===== src/rtl/mlp_forward_if.sv =====
// Pass-control handshake for mlp_forward: request/train qualifiers in, status pulses out.
interface mlp_forward_if;
    logic start;
    logic train_en;
    logic busy;
    logic done;
    logic learn;

    modport master (output start, output train_en, input busy, input done, input learn);
    modport slave  (input start, input train_en, output busy, output done, output learn);
endinterface


===== src/rtl/mlp_forward.sv =====
// 16-input, N-hidden-neuron, single-output MLP forward pass; one hidden neuron per
// cycle, then one output MAC per cycle, then saturating output/error stage.
module mlp_forward #(
    parameter int W    = 8,
    parameter int N    = 8,
    parameter int FRAC = 6
) (
    input  logic                      clk,
    input  logic                      rst_n,
    mlp_forward_if.slave              ctl,
    input  logic [15:0]               x,
    input  logic signed [W-1:0]       target,
    input  logic signed [N*16*W-1:0]  w_h_bus,
    input  logic signed [N*W-1:0]     b_h_bus,
    input  logic signed [N*W-1:0]     w_o_bus,
    input  logic signed [W-1:0]       b_o_in,
    output logic signed [N*(W+5)-1:0] h_act_bus,
    output logic signed [W-1:0]       y_out,
    output logic signed [W-1:0]       err,
    output logic                      pred
);
    localparam int HW = W + 5;
    localparam int AW = 2 * W + 8;
    localparam int CW = (N > 1) ? $clog2(N) : 1;

    localparam logic signed [AW:0]  YMAX = (AW + 1)'((1 <<< (W - 1)) - 1);
    localparam logic signed [AW:0]  YMIN = -YMAX - 1;
    localparam logic signed [W+1:0] EMAX = (W + 2)'((1 <<< (W - 1)) - 1);
    localparam logic signed [W+1:0] EMIN = -EMAX - 1;

    typedef enum logic [1:0] {S_IDLE, S_HID, S_OUT, S_FIN} state_t;

    state_t                r_state;
    logic [CW-1:0]         r_cnt;
    logic [15:0]           r_x;
    logic signed [W-1:0]   r_target;
    logic                  r_train;
    logic signed [AW-1:0]  r_acc;
    logic signed [HW-1:0]  r_h_act [N];
    logic                  r_busy;
    logic                  r_done;
    logic                  r_learn;

    logic signed [HW-1:0]  w_raw;
    logic signed [HW-1:0]  w_term;
    logic signed [AW-1:0]  w_prod;
    logic signed [AW-1:0]  w_shift;
    logic signed [AW:0]    w_ysum;
    logic signed [W-1:0]   w_y;
    logic signed [W+1:0]   w_ediff;
    logic signed [W-1:0]   w_err;
    logic                  w_last;

    assign w_last = (r_cnt == CW'(N - 1));

    // 16 terms plus bias of W bits each stay within W+5 bits, so no overflow handling.
    always_comb begin
        w_term = '0;
        w_raw  = HW'($signed(b_h_bus[r_cnt*W +: W]));
        for (int unsigned j = 0; j < 16; j++) begin
            w_term = HW'($signed(w_h_bus[(r_cnt*16 + j)*W +: W]));
            w_raw  = r_x[j] ? (w_raw + w_term) : (w_raw - w_term);
        end
    end

    assign w_prod = AW'($signed(w_o_bus[r_cnt*W +: W])) * AW'(r_h_act[r_cnt]);

    always_comb begin
        w_shift = r_acc >>> FRAC;
        w_ysum  = (AW + 1)'(b_o_in) + (AW + 1)'(w_shift);
        if (w_ysum > YMAX)
            w_y = W'(YMAX);
        else if (w_ysum < YMIN)
            w_y = W'(YMIN);
        else
            w_y = W'(w_ysum);
        w_ediff = (W + 2)'(r_target) - (W + 2)'(w_y);
        if (w_ediff > EMAX)
            w_err = W'(EMAX);
        else if (w_ediff < EMIN)
            w_err = W'(EMIN);
        else
            w_err = W'(w_ediff);
    end

    always_ff @(posedge clk) begin
        if (!rst_n) begin
            r_state  <= S_IDLE;
            r_cnt    <= '0;
            r_x      <= '0;
            r_target <= '0;
            r_train  <= 1'b0;
            r_acc    <= '0;
            r_busy   <= 1'b0;
            r_done   <= 1'b0;
            r_learn  <= 1'b0;
            y_out    <= '0;
            err      <= '0;
            pred     <= 1'b0;
            for (int unsigned i = 0; i < N; i++)
                r_h_act[i] <= '0;
        end else begin
            r_done  <= 1'b0;
            r_learn <= 1'b0;
            case (r_state)
                S_IDLE: begin
                    if (ctl.start) begin
                        r_x      <= x;
                        r_target <= target;
                        r_train  <= ctl.train_en;
                        r_acc    <= '0;
                        r_cnt    <= '0;
                        r_busy   <= 1'b1;
                        r_state  <= S_HID;
                    end
                end
                S_HID: begin
                    r_h_act[r_cnt] <= (w_raw > 0) ? w_raw : '0;
                    if (w_last) begin
                        r_cnt   <= '0;
                        r_state <= S_OUT;
                    end else begin
                        r_cnt <= r_cnt + 1'b1;
                    end
                end
                S_OUT: begin
                    r_acc <= r_acc + w_prod;
                    if (w_last) begin
                        r_cnt   <= '0;
                        r_state <= S_FIN;
                    end else begin
                        r_cnt <= r_cnt + 1'b1;
                    end
                end
                S_FIN: begin
                    y_out   <= w_y;
                    err     <= w_err;
                    pred    <= (w_y > 0);
                    r_done  <= 1'b1;
                    r_learn <= r_train;
                    r_busy  <= 1'b0;
                    r_state <= S_IDLE;
                end
                default: r_state <= S_IDLE;
            endcase
        end
    end

    assign ctl.busy  = r_busy;
    assign ctl.done  = r_done;
    assign ctl.learn = r_learn;

    for (genvar g = 0; g < N; g++) begin : g_pack
        assign h_act_bus[g*HW +: HW] = r_h_act[g];
    end
endmodule


===== src/flat_wrapper.sv =====
// flat-port wrapper written by rule: the top's interface ports become plain ports
module mlp_forward_flat 
#(
    parameter int W    = 8,
    parameter int N    = 8,
    parameter int FRAC = 6
)
  (clk, rst_n, x, target, w_h_bus, b_h_bus, w_o_bus, b_o_in, h_act_bus, y_out, err, pred, ctl_start, ctl_train_en, ctl_busy, ctl_done, ctl_learn);
  mlp_forward_if ctl_i ();
  input  logic clk;
  input  logic rst_n;
  input  logic [15:0] x;
  input  logic signed [W-1:0] target;
  input  logic signed [N*16*W-1:0] w_h_bus;
  input  logic signed [N*W-1:0] b_h_bus;
  input  logic signed [N*W-1:0] w_o_bus;
  input  logic signed [W-1:0] b_o_in;
  output logic signed [N*(W+5)-1:0] h_act_bus;
  output logic signed [W-1:0] y_out;
  output logic signed [W-1:0] err;
  output logic pred;
  input wire logic [$bits(ctl_i.start)-1:0] ctl_start;
  input wire logic [$bits(ctl_i.train_en)-1:0] ctl_train_en;
  output wire logic [$bits(ctl_i.busy)-1:0] ctl_busy;
  output wire logic [$bits(ctl_i.done)-1:0] ctl_done;
  output wire logic [$bits(ctl_i.learn)-1:0] ctl_learn;
  assign ctl_i.start = ctl_start;
  assign ctl_i.train_en = ctl_train_en;
  assign ctl_busy = ctl_i.busy;
  assign ctl_done = ctl_i.done;
  assign ctl_learn = ctl_i.learn;
  mlp_forward #(.W(W), .N(N), .FRAC(FRAC)) u_core (.clk(clk), .rst_n(rst_n), .ctl(ctl_i), .x(x), .target(target), .w_h_bus(w_h_bus), .b_h_bus(b_h_bus), .w_o_bus(w_o_bus), .b_o_in(b_o_in), .h_act_bus(h_act_bus), .y_out(y_out), .err(err), .pred(pred));
endmodule

===== config.mk =====
export PLATFORM = sky130hd
export DESIGN_NAME = mlp_forward_flat
export DESIGN_NICKNAME = d
export VERILOG_FILES = /design/src/rtl/mlp_forward_if.sv /design/src/rtl/mlp_forward.sv /design/src/flat_wrapper.sv
export SDC_FILE = /design/constraint.sdc
export NUM_CORES = 2
export LEC_CHECK = 0
export BUFFER_PORTS_ARGS = -buffer_cell sky130_fd_sc_hd__buf_2
export CELL_PAD_IN_SITES_DETAIL_PLACEMENT = 1
export CELL_PAD_IN_SITES_GLOBAL_PLACEMENT = 1
export CORE_AREA = 2 2 516 518
export DETAILED_ROUTE_END_ITERATION = 10
export DIE_AREA = 0 0 518 520
export GPL_TIMING_DRIVEN = 1
export PLACE_DENSITY_LB_ADDON = 0.25
export SYNTH_ARGS = -nofsm -noshare
export SYNTH_HDL_FRONTEND = slang
export SYNTH_SLANG_ARGS = --single-unit
export TNS_END_PERCENT = 50

===== constraint.sdc =====
create_clock -name clk -period 29.6 [get_ports clk]
set_input_delay 2.96 -clock clk [delete_from_list [all_inputs] [get_ports clk]]
set_output_delay 2.96 -clock clk [all_outputs]
set_load 0.01 [all_outputs]

==> load_flow_metrics.sql <==
INSERT INTO impl_metrics (metric_group, metric, value, unit) VALUES
('sta', 'timing.fmax', '0.0576', 'GHz'),
('sta', 'report.final.setup_viol', '0', ''),
('routing', 'route.detailed.drc', '0', ''),
('global_routing', 'grt_start_max_net_pins', '97', ''),
('sta', 'timing.setup.tns', '0', 'ns'),
('die', 'core-area', '264000', 'um^2'),
('routing', 'detailedRoute.firstPassIterationCount', '5', ''),
('routing', 'avgRoutedWirePerCell', '36.8', 'um'),
('sta', 'worst_slew_margin_rel', '17.0', '%'),
('synthesis', 'synth_ff_type', 'sky130_fd_sc_hd__edfxtp_1', ''),
('sta', 'timing.final.crit_period', '17.38', 'ns'),
('global_routing', 'grt_util_met2', '40.8', '%'),
('global_routing', 'grt_util_met1', '25.6', '%'),
('global_routing', 'met3_demand_to_capacity_share_in_global_routing', '5.47', '%'),
('synthesis', 'synth_cell_types', '93', ''),
('critical_path', 'critical_path.most_common_cell', 'sky130_fd_sc_hd__ha_1', ''),
('sta', 'clock-skew-final', '0.0659', 'ns'),
('routing', 'route.antenna.remaining_nets', '0', ''),
('critical_path', 'crit_path_top_delay_cell', 'sky130_fd_sc_hd__a22oi_1', ''),
('die', 'die_area', '269000', 'um^2'),
('status', 'outcome', 'finished clean', ''),
('die', 'dieWidth', '518', 'um'),
('routing', 'detail_route.wirelength', '311000', 'um'),
('critical_path', 'cp.arrival', '17.58', 'ns'),
('synthesis', 'mappedNetlistArea', '31700', 'um^2'),
('cts', 'ctsLongestPathBuffers', '2', ''),
('synthesis', 'post-synth-top-count-cell', 'sky130_fd_sc_hd__ha_1', ''),
('sta', 'setup_repair_after_global_routing_missed_its_margin', 'no', ''),
('synthesis', 'yosys_warning_count', '0', ''),
('job', 'drv.max_cap_violation_count', '0', ''),
('routing', 'post_drt_via_cell_ratio', '4.30', ''),
('synthesis', 'synth_edf_count', '104', ''),
('critical_path', 'cp_max_fo', '8', ''),
('global_routing', 'global_route_usage_over_all_layers', '22.4', '%'),
('cts', 'clock_insertion_delay_worst_skew', '0.57', 'ns'),
('final_layout', 'post_route_cells_drive_above_1_share', '35.0', '%'),
('worst_hold_path', 'classification_of_the_worst_slack_hold_path', 'flop to flop', ''),
('synthesis', 'netlist_top_cells_area', 'sky130_fd_sc_hd__ha_1, sky130_fd_sc_hd__edfxtp_1, sky130_fd_sc_hd__fa_1', ''),
('placed_design', 'globalplace.congestion', '0.931', ''),
('critical_path', 'critPathBufInv', '2', ''),
('critical_path', 'critPathTopFamily', 'adder cells', ''),
('synthesis', 'post_synth_inst_count', '3586', ''),
('synthesis', 'ys_async_sr_fraction', '0', '%'),
('final_layout', 'final_cell_count_no_fill', '8465', ''),
('critical_path', 'max_stage_delay', '0.76', 'ns'),
('synthesis', 'synth_area_leader_cell', 'sky130_fd_sc_hd__ha_1', ''),
('cts', 'cts_hold_buf', '0', ''),
('synthesis', 'synthesis.area_per_instance', '8.85', 'um^2'),
('final_layout', 'area_overhead_of_the_layout_relative_to_synthesis', '37.4', '%'),
('placed_design', 'port_buffers', '1311', ''),
('die', 'rows', '189', ''),
('critical_path', 'worst-endpoint-required', '29.81', 'ns'),
('synthesis', 'synth_top_cell_area_share', '11.4', '%'),
('cts', 'cts_tree', 'done', ''),
('critical_path', 'timing.critical_path.from_type', 'primary input', ''),
('global_routing', 'grt_antenna_before_repair', '299', ''),
('die', 'start_util', '12.0', '%'),
('cts', 'numCtsBuffers', '17', ''),
('critical_path', 'crit_path_category', 'primary input to flop', ''),
('cts', 'cts_resized', '0', ''),
('synthesis', 'yosys-top-cells-count', 'sky130_fd_sc_hd__ha_1, sky130_fd_sc_hd__xnor2_1, sky130_fd_sc_hd__inv_1', ''),
('routing', 'vias', '36400', ''),
('final_layout', 'fillCellCount', '31600', ''),
('global_routing', 'overflow', '0', ''),
('synthesis', 'synth-seq-area-share', '14.7', '%'),
('cts', 'clk_pin_slew_worst_paths', '0.09', 'ns'),
('synthesis', 'yosys_register_bits', '181', ''),
('cts', 'post-cts-setup-buffers', '0', ''),
('global_routing', 'vias_in_the_first_global_route', '37900', ''),
('sta', 'timing.final.hold_violations', '0', ''),
('cts', 'tritoncts_num_sinks', '181', '');
[flip-flops by register name, indices dropped and copies added, names as in the netlist, 2 cells and up, named ones only]
| name | flops |
|---|---|
| u_core.r_h_act | 104 |
| u_core.r_acc | 24 |
| u_core.r_x | 16 |
| u_core.err | 8 |
| u_core.r_target | 8 |
| u_core.y_out | 8 |
| u_core.r_cnt | 3 |
| u_core.r_state | 2 |
[final timing paths]
kind                                                    from                                 end  slack (ns)  depth (start not counted)
worst min-delay path             u_core.r_train$_SDFFE_PN0P_         u_core.r_train$_SDFFE_PN0P_        0.47                          2
worst max register to register  u_core.r_cnt[1]$_SDFFE_PN0P_  u_core.r_h_act[4][3]$_SDFFCE_PN0P_       12.55                         54
worst max-delay path                            w_h_bus[769]  u_core.r_h_act[4][3]$_SDFFCE_PN0P_       12.22                         52
worst min register to register   u_core.r_train$_SDFFE_PN0P_         u_core.r_train$_SDFFE_PN0P_        0.47                          2
[placed cells by master, fill, tap and decap left out, types with 14 or more instances in the layout]
cell / n
sky130_fd_sc_hd__mux2i_1: 117
sky130_fd_sc_hd__a21boi_0: 33
sky130_fd_sc_hd__nor2_1: 225
sky130_fd_sc_hd__edfxtp_1: 104
sky130_fd_sc_hd__nand3_1: 45
sky130_fd_sc_hd__xnor2_1: 249
sky130_fd_sc_hd__a22o_1: 34
sky130_fd_sc_hd__diode_2: 94
sky130_fd_sc_hd__buf_2: 1310
sky130_fd_sc_hd__clkbuf_16: 17
sky130_fd_sc_hd__o21a_1: 27
sky130_fd_sc_hd__buf_4: 115
sky130_fd_sc_hd__and2_1: 18
sky130_fd_sc_hd__o21ai_0: 102
sky130_fd_sc_hd__o22ai_1: 35
sky130_fd_sc_hd__o221ai_1: 15
sky130_fd_sc_hd__nand2b_1: 47
sky130_fd_sc_hd__dfxtp_1: 74
sky130_fd_sc_hd__inv_1: 236
sky130_fd_sc_hd__a211oi_1: 15
sky130_fd_sc_hd__a22oi_1: 138
sky130_fd_sc_hd__xor2_1: 79
sky130_fd_sc_hd__a21o_1: 54
sky130_fd_sc_hd__ha_1: 290
sky130_fd_sc_hd__nor3_1: 123
sky130_fd_sc_hd__mux2_2: 90
sky130_fd_sc_hd__o21bai_1: 60
sky130_fd_sc_hd__nor2b_1: 73
sky130_fd_sc_hd__and3_1: 41
sky130_fd_sc_hd__mux4_2: 94
sky130_fd_sc_hd__nand2_1: 205
sky130_fd_sc_hd__a221oi_1: 103
sky130_fd_sc_hd__o22a_1: 14
sky130_fd_sc_hd__fa_1: 137
sky130_fd_sc_hd__a31oi_1: 33
sky130_fd_sc_hd__a221o_1: 26
sky130_fd_sc_hd__a21oi_1: 225
[worst register-to-register path, delay by kind of cell, from the launching register on]
family | cells | cell delay [ns]
DFF | 1 | 0.64
and+or+nand+nor | 15 | 3.58
AOI/OAI and AO/OA | 11 | 2.63
buffers and inverters | 3 | 1.10
xor gates and xnor gates | 8 | 1.49
adders and majority gates | 17 | 7.26
[cell type report]
class | instances | area (um^2) | area share [%]
well taps | 3533 | 4420 | 10.1
clock inverters | 15 | 201 | 0.462
repair buffers | 1425 | 7420 | 17.0
inverters | 240 | 908 | 2.08
diodes | 94 | 235 | 0.540
flip-flops and latches | 181 | 4680 | 10.7
multi-input cells | 2960 | 25300 | 58.0
clock buffers | 17 | 425 | 0.976
[metrics by stage]
step	utilization [%]	instance area, um^2	setup WS [ns]	hold slack, ns
2_1_floorplan	-	31700	14.51	0.439
3_3_place_gp	16.2	42700	11.77	0.450
3_5_place_dp	16.2	42700	11.72	0.458
4_1_cts	16.4	43300	12.28	0.472
5_1_grt	16.5	43500	11.45	0.505
6_report	16.5	43600	12.22	0.466
[per-layer routing]
metal,vias up,part of all wire (%)
li1,15900,-
met1,18200,39
met2,1615,51
met3,510,6.8
met4,132,3.2
met5,-,0.27
[cells by family (layout without fill, tap and decap cells)]
group | count (synthesis) | in the layout | share of synthesized area [%]
XOR/XNOR | 333 | 333 | 9.42
AND/OR/NAND/NOR | 875 | 875 | 13.5
flip-flops | 181 | 181 | 14.7
multiplexers | 306 | 306 | 13.7
adder cells (fa/ha/maj) | 434 | 434 | 20.3
other | 1 | 102 | 0.0118
buffers and inverters | 452 | 1697 | 6.07
AO/OA/AOI/OAI | 1004 | 1004 | 22.2
Power is not shown: default switching activity piles up to over one toggle a cycle in this logic, so the estimate is an artifact.
